[src/rtl/jtframe_neptuno_joyemu_if.sv]
// Serial joystick link between a Neptuno-style reader (master) and the
// shift-register emulator (slave), plus the pad inputs and frame status.
interface jtframe_neptuno_joyemu_if;
   logic       joy_clk;
   logic       joy_load;
   logic       joy_data;
   logic [5:0] joy1;
   logic [5:0] joy2;
   logic [4:0] bit_cnt;
   logic       frame_done;

   modport master (
      output joy_clk, joy_load, joy1, joy2,
      input  joy_data, bit_cnt, frame_done
   );

   modport slave (
      input  joy_clk, joy_load, joy1, joy2,
      output joy_data, bit_cnt, frame_done
   );
endinterface

[src/rtl/jtframe_neptuno_joyemu.sv]
// Emulates the Neptuno external joystick 74x165-style shift chain.
// The host's joy_load/joy_clk lines are synchronised to clk; while load is
// low the register mirrors the pads, once it rises the word is frozen and
// each synchronised joy_clk rise shifts one bit out, back-filling with ones.
module jtframe_neptuno_joyemu #(
   parameter int SYNC_STAGES = 2,
   parameter int FRAME_BITS  = 16
) (
   input  logic                          clk,
   input  logic                          rst_n,
   jtframe_neptuno_joyemu_if.slave       joy
);

   localparam logic [4:0] LP_FULL = 5'(FRAME_BITS);

   logic [SYNC_STAGES-1:0] r_clkSync;
   logic [SYNC_STAGES-1:0] r_loadSync;
   logic                   r_clkPrev;
   logic [FRAME_BITS-1:0]  r_shift;
   logic [4:0]             r_bitCnt;
   logic                   r_frameDone;

   logic                   w_clkRise;
   logic                   w_loading;
   logic [FRAME_BITS-1:0]  w_word;

   // Synchronise the asynchronous host lines; everything resets high so that
   // leaving reset never looks like a joy_clk rise or a load pulse.
   always_ff @(posedge clk or negedge rst_n) begin
      if (!rst_n) begin
         r_clkSync  <= '1;
         r_loadSync <= '1;
         r_clkPrev  <= 1'b1;
      end else begin
         r_clkSync[0]  <= joy.joy_clk;
         r_loadSync[0] <= joy.joy_load;
         for (int i = 1; i < SYNC_STAGES; i++) begin
            r_clkSync[i]  <= r_clkSync[i-1];
            r_loadSync[i] <= r_loadSync[i-1];
         end
         r_clkPrev <= r_clkSync[SYNC_STAGES-1];
      end
   end

   assign w_clkRise = r_clkSync[SYNC_STAGES-1] & ~r_clkPrev;
   assign w_loading = ~r_loadSync[SYNC_STAGES-1];

   // Build the active-low frame word: first bit out is up1, then down, left,
   // right, fire1, fire2, two idle ones, the same for pad 2, ones after that.
   always_comb begin
      w_word        = '1;
      w_word[5:0]   = ~{joy.joy1[5], joy.joy1[4], joy.joy1[0],
                        joy.joy1[1], joy.joy1[2], joy.joy1[3]};
      w_word[13:8]  = ~{joy.joy2[5], joy.joy2[4], joy.joy2[0],
                        joy.joy2[1], joy.joy2[2], joy.joy2[3]};
   end

   // Load keeps the register transparent and wins over a coincident clock
   // edge; in shift mode each edge moves one bit toward joy_data and the
   // counter saturates, pulsing frame_done only on the final frame bit.
   always_ff @(posedge clk or negedge rst_n) begin
      if (!rst_n) begin
         r_shift     <= '1;
         r_bitCnt    <= 5'd0;
         r_frameDone <= 1'b0;
      end else if (w_loading) begin
         r_shift     <= w_word;
         r_bitCnt    <= 5'd0;
         r_frameDone <= 1'b0;
      end else if (w_clkRise) begin
         r_shift     <= {1'b1, r_shift[FRAME_BITS-1:1]};
         if (r_bitCnt != LP_FULL) begin
            r_bitCnt <= r_bitCnt + 5'd1;
         end
         r_frameDone <= (r_bitCnt == LP_FULL - 5'd1);
      end else begin
         r_frameDone <= 1'b0;
      end
   end

   assign joy.joy_data   = r_shift[0];
   assign joy.bit_cnt    = r_bitCnt;
   assign joy.frame_done = r_frameDone;

endmodule
[src/flat_wrapper.sv]
// flat-port wrapper written by rule: the top's interface ports become plain ports
module jtframe_neptuno_joyemu_flat 
#(
   parameter int SYNC_STAGES = 2,
   parameter int FRAME_BITS  = 16
)
  (clk, rst_n, joy_joy_clk, joy_joy_load, joy_joy1, joy_joy2, joy_joy_data, joy_bit_cnt, joy_frame_done);
  jtframe_neptuno_joyemu_if joy_i ();
  input  logic clk;
  input  logic rst_n;
  input wire logic [$bits(joy_i.joy_clk)-1:0] joy_joy_clk;
  input wire logic [$bits(joy_i.joy_load)-1:0] joy_joy_load;
  input wire logic [$bits(joy_i.joy1)-1:0] joy_joy1;
  input wire logic [$bits(joy_i.joy2)-1:0] joy_joy2;
  output wire logic [$bits(joy_i.joy_data)-1:0] joy_joy_data;
  output wire logic [$bits(joy_i.bit_cnt)-1:0] joy_bit_cnt;
  output wire logic [$bits(joy_i.frame_done)-1:0] joy_frame_done;
  assign joy_i.joy_clk = joy_joy_clk;
  assign joy_i.joy_load = joy_joy_load;
  assign joy_i.joy1 = joy_joy1;
  assign joy_i.joy2 = joy_joy2;
  assign joy_joy_data = joy_i.joy_data;
  assign joy_bit_cnt = joy_i.bit_cnt;
  assign joy_frame_done = joy_i.frame_done;
  jtframe_neptuno_joyemu #(.SYNC_STAGES(SYNC_STAGES), .FRAME_BITS(FRAME_BITS)) u_core (.clk(clk), .rst_n(rst_n), .joy(joy_i));
endmodule
[config.mk]
export PLATFORM = sky130hd
export DESIGN_NAME = jtframe_neptuno_joyemu_flat
export DESIGN_NICKNAME = d
export VERILOG_FILES = /design/src/rtl/jtframe_neptuno_joyemu_if.sv /design/src/rtl/jtframe_neptuno_joyemu.sv /design/src/flat_wrapper.sv
export SDC_FILE = /design/constraint.sdc
export NUM_CORES = 1
export LEC_CHECK = 0
export ABC_AREA = 1
export CORE_UTILIZATION = 45
export CTS_BUF_LIST = sky130_fd_sc_hd__clkbuf_4 sky130_fd_sc_hd__clkbuf_8 sky130_fd_sc_hd__clkbuf_16
export CTS_CLUSTER_DIAMETER = 50
export DETAILED_ROUTE_END_ITERATION = 7
export PLACE_DENSITY = 0.78
export SLEW_MARGIN = 25
export SYNTH_ARGS = -nofsm -noshare
export SYNTH_HDL_FRONTEND = slang
export SYNTH_SLANG_ARGS = --single-unit
[constraint.sdc]
create_clock -name clk -period 2 [get_ports clk]
set_input_delay 0.4 -clock clk [delete_from_list [all_inputs] [get_ports clk]]
set_output_delay 0.4 -clock clk [all_outputs]
set_load 0.01 [all_outputs]
== Yosys cells after proc, flatten, opt, wreduce, memory -nomap -nowiden ==
Index checks and enable logic that the tools add are counted.
Word-level totals
  register bits: 27
  logic and storage cells: 23
Cells by class
  reduce and logical (&&, ||, !) cells: 1
  bitwise gates (word level): 4
  mux-type cells: 7
  eq/ne operators: 4
  add/sub/neg operators: 1
Operators with widths (number)
  $mux W16: 2
  $mux W5: 3
  $not A6 Y6: 2
  $add A5 B1 Y5 const B: 1
  $eq A5 B4 Y1 const B: 1
  $ne A5 B5 Y1 const B: 1
  $ne A2 B2 Y1 const B: 2
  $mux W1: 2
  $reduce_and A2 Y1: 1
  $and A1 B1 Y1: 1
  $not A1 Y1: 1

== Logic depth before layout (Yosys ltp) ==
Gate-level depths: netlist of run 1.
  depth after elaboration: 4
  depth in mapped cells: 7
  depth with buffers taken out: 7

== Worst setup path before layout of run 1 ==
No wires, ideal clock.
  kind: flip-flop to flip-flop
  start: register u_core.r_bitCnt[0] (netlist: u_core.joy.bit_cnt[0])
  end: register u_core.r_bitCnt[4] (netlist: u_core.joy.bit_cnt[4])
  stages on the path, launching flop included: 8
  path slack: 711 ps
  clock period less this slack: 1289 ps
  path buffers: 0
  arrival time: 1172 ps
  path through: dfrtp_1 -> ha_1 -> nand2_1 -> nor2_1 -> ha_1 -> inv_1 -> nand3_1 -> nand2_1
Between the ends
  cells in the longest elaborated chain, start to end: 4
  elaborated cells on any way between the ends: 7
RTL lines
  start, declared: line jtframe_neptuno_joyemu.sv:20  | logic [4:0] r_bitCnt;
  start signal, assigned: line jtframe_neptuno_joyemu.sv:73  | r_bitCnt <= r_bitCnt + 5'd1;
  $add A5 B1 Y5: line jtframe_neptuno_joyemu.sv:73
  $mux W5: line jtframe_neptuno_joyemu.sv:72  | if (r_bitCnt != LP_FULL) begin
  $mux W5: line jtframe_neptuno_joyemu.sv:70  | end else if (w_clkRise) begin
  $mux W5: line jtframe_neptuno_joyemu.sv:66  | end else if (w_loading) begin
Several ways; a longest one is shown, not always the timed one. The select of a mux whose other input is x is not followed.
A chain may end at the register's enable or synchronous reset.

== Final worst setup path of run 1 ==
  start: register u_core.r_bitCnt[2] (netlist: u_core.joy.bit_cnt[2])
  end: output port joy_bit_cnt[2]
RTL lines
  end, declared: line flat_wrapper.sv:16  | output wire logic [$bits(joy_i.bit_cnt)-1:0] joy_bit_cnt;
No word-level cell between the ends.

==> results of run 1 <==
==> kinds of logic (layout without fill, tap and decap cells) <==
logic type                 Yosys count  count (layout)  synth area share, %
AOI/OAI and AO/OA                   14              14                10.71
buffers and inverters               17              40                7.562
adders and majority gates            3               3                3.152
and+or+nand+nor                     63              63                24.06
DFF                                 25              25                54.52
==> layout make-up <==
| class | instances | area, um2 | share of cell area, % |
|---|---|---|---|
| flip-flops and latches | 25 | 649.4 | 44.93 |
| clock buffers | 3 | 22.52 | 1.558 |
| inverters | 13 | 51.30 | 3.550 |
| well taps | 30 | 37.54 | 2.597 |
| clock inverters | 1 | 5.005 | 0.3463 |
| multi-input cells | 80 | 451.7 | 31.26 |
| repair buffers | 23 | 227.7 | 15.76 |
==> sequential cells by signal, summed over array words and instances, names as in the netlist <==
signal                 count
u_core.joy.frame_done      1
u_core.r_clkPrev           1
u_core.r_clkSync           2
u_core.joy.bit_cnt         5
u_core.r_loadSync          2
u_core.r_shift            14
==> layer usage <==
metal | global-route usage (%) | share of wire [%] | wire length, um | vias to the layer above
met5 | 0 | 0 | 0 | -
met4 | 7.895 | 1.5 | 29 | 0
met3 | 3.448 | 3.0 | 59 | 4
met2 | 26.67 | 47 | 925 | 17
met1 | 20.55 | 48 | 938 | 391
li1 | - | - | - | 434
==> through the flow <==
step / setup slack, ps / instance area, um2
detailed placement: 547.2 / 1418
global route: 122.8 / 1445
floorplan: 710.8 / 1191
finish: 201.2 / 1445
CTS: 187.6 / 1445
global placement: 570.6 / 1418
==> power by group <==
| part | switching [W] | internal, W |
|---|---|---|
| Combinational | 0.0000563 | 0.0000625 |
| Sequential | 0.0000269 | 0.000564 |
| Clock | 0.000145 | 0.0000748 |
| Total | 0.000228 | 0.000701 |
==> how the worst min path moves through the flow <==
stage,to,from
2_1_floorplan,u_core.joy.bit_cnt[0]$_DFFE_PN0P_,rst_n
3_3_place_gp,u_core.r_clkSync[1]$_DFF_PN1_,u_core.r_clkSync[0]$_DFF_PN1_
3_5_place_dp,u_core.r_loadSync[1]$_DFF_PN1_,u_core.r_loadSync[0]$_DFF_PN1_
4_1_cts,u_core.r_loadSync[1]$_DFF_PN1_,u_core.r_loadSync[0]$_DFF_PN1_
5_1_grt,u_core.r_loadSync[1]$_DFF_PN1_,u_core.r_loadSync[0]$_DFF_PN1_
6_report,u_core.r_loadSync[1]$_DFF_PN1_,u_core.r_loadSync[0]$_DFF_PN1_
==> cells in the final DEF, fill, tap and decap left out, drive strengths merged <==
master,n
nand2,42
clkdlybuf4s50,22
dfstp,19
inv,13
nor2,13
o211ai,11
nand3,7
dfrtp,6
a21oi,3
ha,3
clkbuf,3
nand4,1
clkinv,1
buf,1
==> results by group, run 1 <==
Timing
  – Clock skew: 5.407 ps
  – Slew headroom: 71.55%
  – Worst hold slack: 365.0 ps
  – Final setup viols: 0
  – Final period util: 89.94%
  – Setup tns final: 0 ps
  – RSZ-0062 raised after global routing: false
  – Slew @ Worst Pin: 426.8 ps
  – Fin. Hold Viols: 0
  – Minimum clock period: 1799 ps
  – Max-slew violations: 0
  – Max Clk Rate: 0.5559 GHz

Setup path
  – CP max stage cell: clkdlybuf4s50_1
  – Critical Path, Cell by Cell: clkdlybuf4s50_1
  – CP max FO: 8
  – Startpoint Class: flip-flop
  – Worst r2r path cells: 6
  – Max stage delay on crit path: 580 ps
  – Worst setup path end: joy_bit_cnt[2]
  – Crit path from: u_core.joy.bit_cnt[2]$_DFFE_PN0P_
  – Critical path endpoint category: primary output
  – FF-to-FF End: u_core.joy.bit_cnt[1]$_DFFE_PN0P_
  – Worst r2r src: u_core.r_loadSync[1]$_DFF_PN1_
  – CP Class: reg2out
  – FF-to-FF setup slack: 570 ps
  – Critical path depth in cells: 1
  – CP Buf/Inv Count: 1
  – Crit path DAT: 1400 ps
  – CP required: 1600 ps
  – Delay-heaviest family, CP: buffers and inverters

Clocking
  – Clk sink count: 25
  – CTS Buf Count: 3
  – Postcts setup bufs: 0
  – Clk Latency, worst-skew pair: 310 ps
  – CTS tree: done
  – Post-CTS Hold Fix Bufs: 0
  – Clk slew on worst S/H paths: 130 ps
  – H-tree depth: 1
  – Post-CTS resize count: 0
  – Clk buf depth: 2
  – Root buffer cell: clkbuf_4

Min path
  – HP Class: reg2reg
  – WHS Path Cells: 0

Floorplan
  – Die ar.: 2857 um2
  – Width of the die: 53.45 um
  – Core area: 2500 um2
  – Initial Util: 47.65%
  – Die height: 53.45 um
  – Cell Rows: 18
  – I/O pin total: 23

Placement
  – Cells after DPL: 171
  – Post-DP HPWL: 1.396 mm
  – Placer Congestion: 0.7871
  – Port buffer count: 22

Yosys
  – Netlist cell types: 19
  – Most common cell in the netlist: nand2_1
  – Synthesized flop and latch total: 25
  – Number of flops mapped to enable cells by yosys: 0
  – Seq/Total Area, Yosys: 54.52%
  – Syn Inst Count: 122
  – Syn Area/Cell: 9.763 um2
  – Top cells by count, synth: 40 x nand2_1, 19 x dfstp_2, 11 x inv_1, 11 x nor2_1
  – Yosys warns: 0
  – Syn_nets: 141
  – Top FF cell, synth: dfstp_2
  – Main area contributors after synthesis: dfstp_2 42%, dfrtp_1 13%, nand2_1 13%
  – Area leader, netlist: dfstp_2
  – Ys async rst share: 100.0%
  – Share of Yosys cell area claimed by the top area cell type: 41.91%
  – Synthesized area: 1191 um2

Global route
  – First-pass GRT wire length: 3.305 mm
  – Vias in the first global route: 795
  – GR Overflow Total: 0
  – GRT Resource Usage Total: 16.44%
  – Initial antenna violation count: 0
  – Largest net degree at the start of global routing: 26

Finish
  – # diodes: 0
  – Layout net count: 165
  – Fraction of final layout cells sized beyond drive strength 1: 25.52%
  – Final Util: 57.81%
  – Number of fill cells in the layout: 224
  – Layout area overhead: 21.32%
  – Non-Filler Instances: 175

Pwr
  – Total power: 0.0009292 W
  – Peak VDD IR: 0.5284 mV
  – Leakage power: 0.6480 nW
  – Cell area power density: 643.0 nW/um2

Detailed routing
  – Post-Route WL: 1.952 mm
  – Vias: 846
  – Pre-antenna DRT Iters: 4
  – Routed len/inst: 11.15 um
  – DR iter-0 viols: 15
  – DRC Markers: 0
  – Routed Antenna Nets: 0
  – Post-DR vias/cell: 4.834

Run status
  – Status: finished clean

Run
  – Max_cap viols: 0
Note: power is estimated with default switching activity, not from simulation.
==> run 2: changes to the inputs <==
--- a/config.mk
+++ b/config.mk
@@ -9,7 +9,8 @@
 export CORE_UTILIZATION = 45
 export CTS_BUF_LIST = sky130_fd_sc_hd__clkbuf_4 sky130_fd_sc_hd__clkbuf_8 sky130_fd_sc_hd__clkbuf_16
-export CTS_CLUSTER_DIAMETER = 50
+export CTS_CLUSTER_DIAMETER = 100
 export DETAILED_ROUTE_END_ITERATION = 7
-export PLACE_DENSITY = 0.78
+export DONT_BUFFER_PORTS = 1
+export PLACE_DENSITY = 0.67
 export SLEW_MARGIN = 25
 export SYNTH_ARGS = -nofsm -noshare
==> constraint.sdc (replaced) <==
create_clock -name clk -period 2 [get_ports clk]
set_input_delay 0.6 -clock clk [delete_from_list [all_inputs] [get_ports clk]]
set_output_delay 0.6 -clock clk [all_outputs]
set_load 0.01 [all_outputs]
==> run 2 against run 1 <==
  * Cell area is 15% lower
  * Worst hold slack worse by 260 ps
  * Cell count fell by 13%
  * Clock power is essentially flat
  * Maximum frequency rose by 20%
  * Worst setup slack better by 310 ps
  * Global-route usage increased by 0.64 points
  * Critical path type unchanged
  * Critical endpoint is now joy_joy_data
  * Highest routed layer unchanged
==> results by group, run 2 (synthesis gave the netlist of run 1 again) <==
Setup path
  – FF-to-FF setup slack: 580 ps (about the same)
  – CP max FO: 2 (-6)
  – Critical path endpoint category: primary output
  – FF-to-FF End: u_core.joy.bit_cnt[4]$_DFFE_PN0P_
  – Worst r2r src: u_core.joy.bit_cnt[1]$_DFFE_PN0P_
  – Crit path DAT: 890 ps (-510 ps)
  – CP required: 1400 ps (-200 ps)
  – CP Class: reg2out
  – Worst r2r path cells: 7 (+1)
  – Startpoint Class: flip-flop

Finish
  – Fin area: 1227 um2 (-15%)
  – Fraction of final layout cells sized beyond drive strength 1: 29.27% (+3.8 points)
  – # diodes: 0 (unchanged)
  – Layout net count: 143 (-13%)
  – Commonest non-fill, non-tap cells in the layout: 40 x nand2_1, 19 x dfstp_2, 11 x inv_1, 11 x nor2_1
  – Flip-flop count of the largest register after layout: 14 (unchanged)
  – Most common cell after layout, fill and taps aside: nand2_1
  – Reg with most FFs: u_core.r_shift
  – Layout area overhead: 3.046%

Timing
  – Fin. Hold Viols: 0 (unchanged)
  – Max Clk Rate: 0.6698 GHz (+20%)
  – Minimum clock period: 1493 ps (-305.9 ps)
  – Clock skew: 4.111 ps (-1.296 ps)
  – Setup tns final: 0 ps (unchanged)
  – RSZ-0062 raised after global routing: false
  – Slew headroom: 73.55% (+2.0 points)
  – Final setup viols: 0 (unchanged)
  – Final period util: 74.64% (-15 points)
  – Max-slew violations: 0 (unchanged)
  – Slew @ Worst Pin: 396.7 ps (-30.06 ps)

Placement
  – Placer Congestion: 0.8034 (+2.1%)
  – Post-DP HPWL: 1.366 mm (-2.1%)
  – Placed Area: 1190 um2 (-16%)
  – Port buffer count: 0 (-100%)

Detailed routing
  – DR iter-0 viols: 12 (-3)
  – DRC Markers: 0 (unchanged)
  – Post-Route WL: 1.932 mm (-1.0%)
  – Routed len/inst: 12.63 um (+13%)
  – Pre-antenna DRT Iters: 4 (unchanged)
  – Vias: 768 (-9.2%)
  – Post-DR vias/cell: 5.020 (+3.8%)
  – Routed Antenna Nets: 0 (unchanged)

Floorplan
  – Width of the die: 53.45 um (unchanged)
  – Die ar.: 2857 um2 (unchanged)
  – I/O pin total: 23 (unchanged)
  – Cell Rows: 18 (unchanged)
  – Initial Util: 47.65% (unchanged)
  – Core area: 2500 um2 (unchanged)
  – Die height: 53.45 um (unchanged)

Clocking
  – Clk sink count: 25 (unchanged)
  – Clk slew on worst S/H paths: 130 ps (about the same)
  – Postcts setup bufs: 0 (unchanged)
  – CTS tree: done
  – Post-CTS resize count: 0 (unchanged)
  – Post-CTS Hold Fix Bufs: 1 (+1)
  – Root buffer cell: clkbuf_4
  – Clk buf depth: 2 (unchanged)
  – CTS Buf Count: 3 (unchanged)
  – H-tree depth: 1 (unchanged)
  – Clk Latency, worst-skew pair: 320 ps (about the same)

Pwr
  – Peak VDD IR: 0.4790 mV (-9.3%)
  – Cell area power density: 720.4 nW/um2 (+12%)
  – Leakage power: 0.5644 nW (-13%)

Global route
  – Vias in the first global route: 775 (-2.5%)
  – GRT Resource Usage Total: 17.08% (+0.64 points)
  – Grt peak-use layer: met2
  – GR Util met1: 22.60% (+2.1 points)
  – Largest net degree at the start of global routing: 21 (-19%)
  – Routing usage on met2: 26.25% (-0.42 points)
  – First-pass GRT wire length: 3.401 mm (+2.9%)
  – GR Overflow Total: 0 (unchanged)
  – Met3 global-route usage: 6.322% (+2.9 points)
  – Initial antenna violation count: 0 (unchanged)

Run
  – Max_cap viols: 0 (unchanged)

Run status
  – Status: finished clean

Min path
  – HP Class: in2async
[run 2: routing by layer]
layer	wire, um	vias up
met3	96	3
li1	-	393
met4	9	0
met2	898	19
met5	0	-
met1	927	353
[run 2: worst max path at each step]
stage                                 startpoint                                end  depth (start not counted)
6_report           u_core.r_shift[0]$_DFFE_PN1P_                       joy_joy_data                          0
2_1_floorplan  u_core.joy.bit_cnt[0]$_DFFE_PN0P_  u_core.joy.bit_cnt[4]$_DFFE_PN0P_                          7
4_1_cts            u_core.r_shift[0]$_DFFE_PN1P_                       joy_joy_data                          0
5_1_grt           u_core.r_loadSync[1]$_DFF_PN1_  u_core.joy.bit_cnt[1]$_DFFE_PN0P_                          6
3_5_place_dp      u_core.r_loadSync[1]$_DFF_PN1_  u_core.joy.bit_cnt[0]$_DFFE_PN0P_                          6
3_3_place_gp   u_core.joy.bit_cnt[0]$_DFFE_PN0P_  u_core.joy.bit_cnt[4]$_DFFE_PN0P_                          7
[run 2: stage by stage]
step	setup WS [ps]	instances	utilization [%]	hold WS (ps)	total power [W]
floorplan	710.8	122	-	304.4	0.0006611
global placement	606.6	148	47.60	305.2	0.0006678
detailed placement	597.7	148	47.60	305.1	0.0006710
CTS	487.7	153	49.10	82.57	0.0009046
global route	445.4	153	49.10	63.26	0.0009399
finish	507.1	153	49.10	102.2	0.0008842
[run 2: final cells by class]
type                    instances  area (um2)
fillers                       232        1272
flip-flops and latches         25       649.4
multi-input cells              80       451.7
inverters                      13       51.30
well taps                      30       37.54
clock buffers                   3       22.52
repair buffers                  1       10.01
clock inverters                 1       5.005
[run 2: power breakdown]
| group | total (W) | internal (W) | leakage, nW | switching, W |
|---|---|---|---|---|
| sequential | 0.000594 | 0.000564 | 0.283 | 0.0000294 |
| combinational | 0.0000712 | 0.0000300 | 0.264 | 0.0000412 |
| clock | 0.000219 | 0.0000749 | 0.0177 | 0.000144 |
| total | 0.000884 | 0.000669 | 0.564 | 0.000215 |
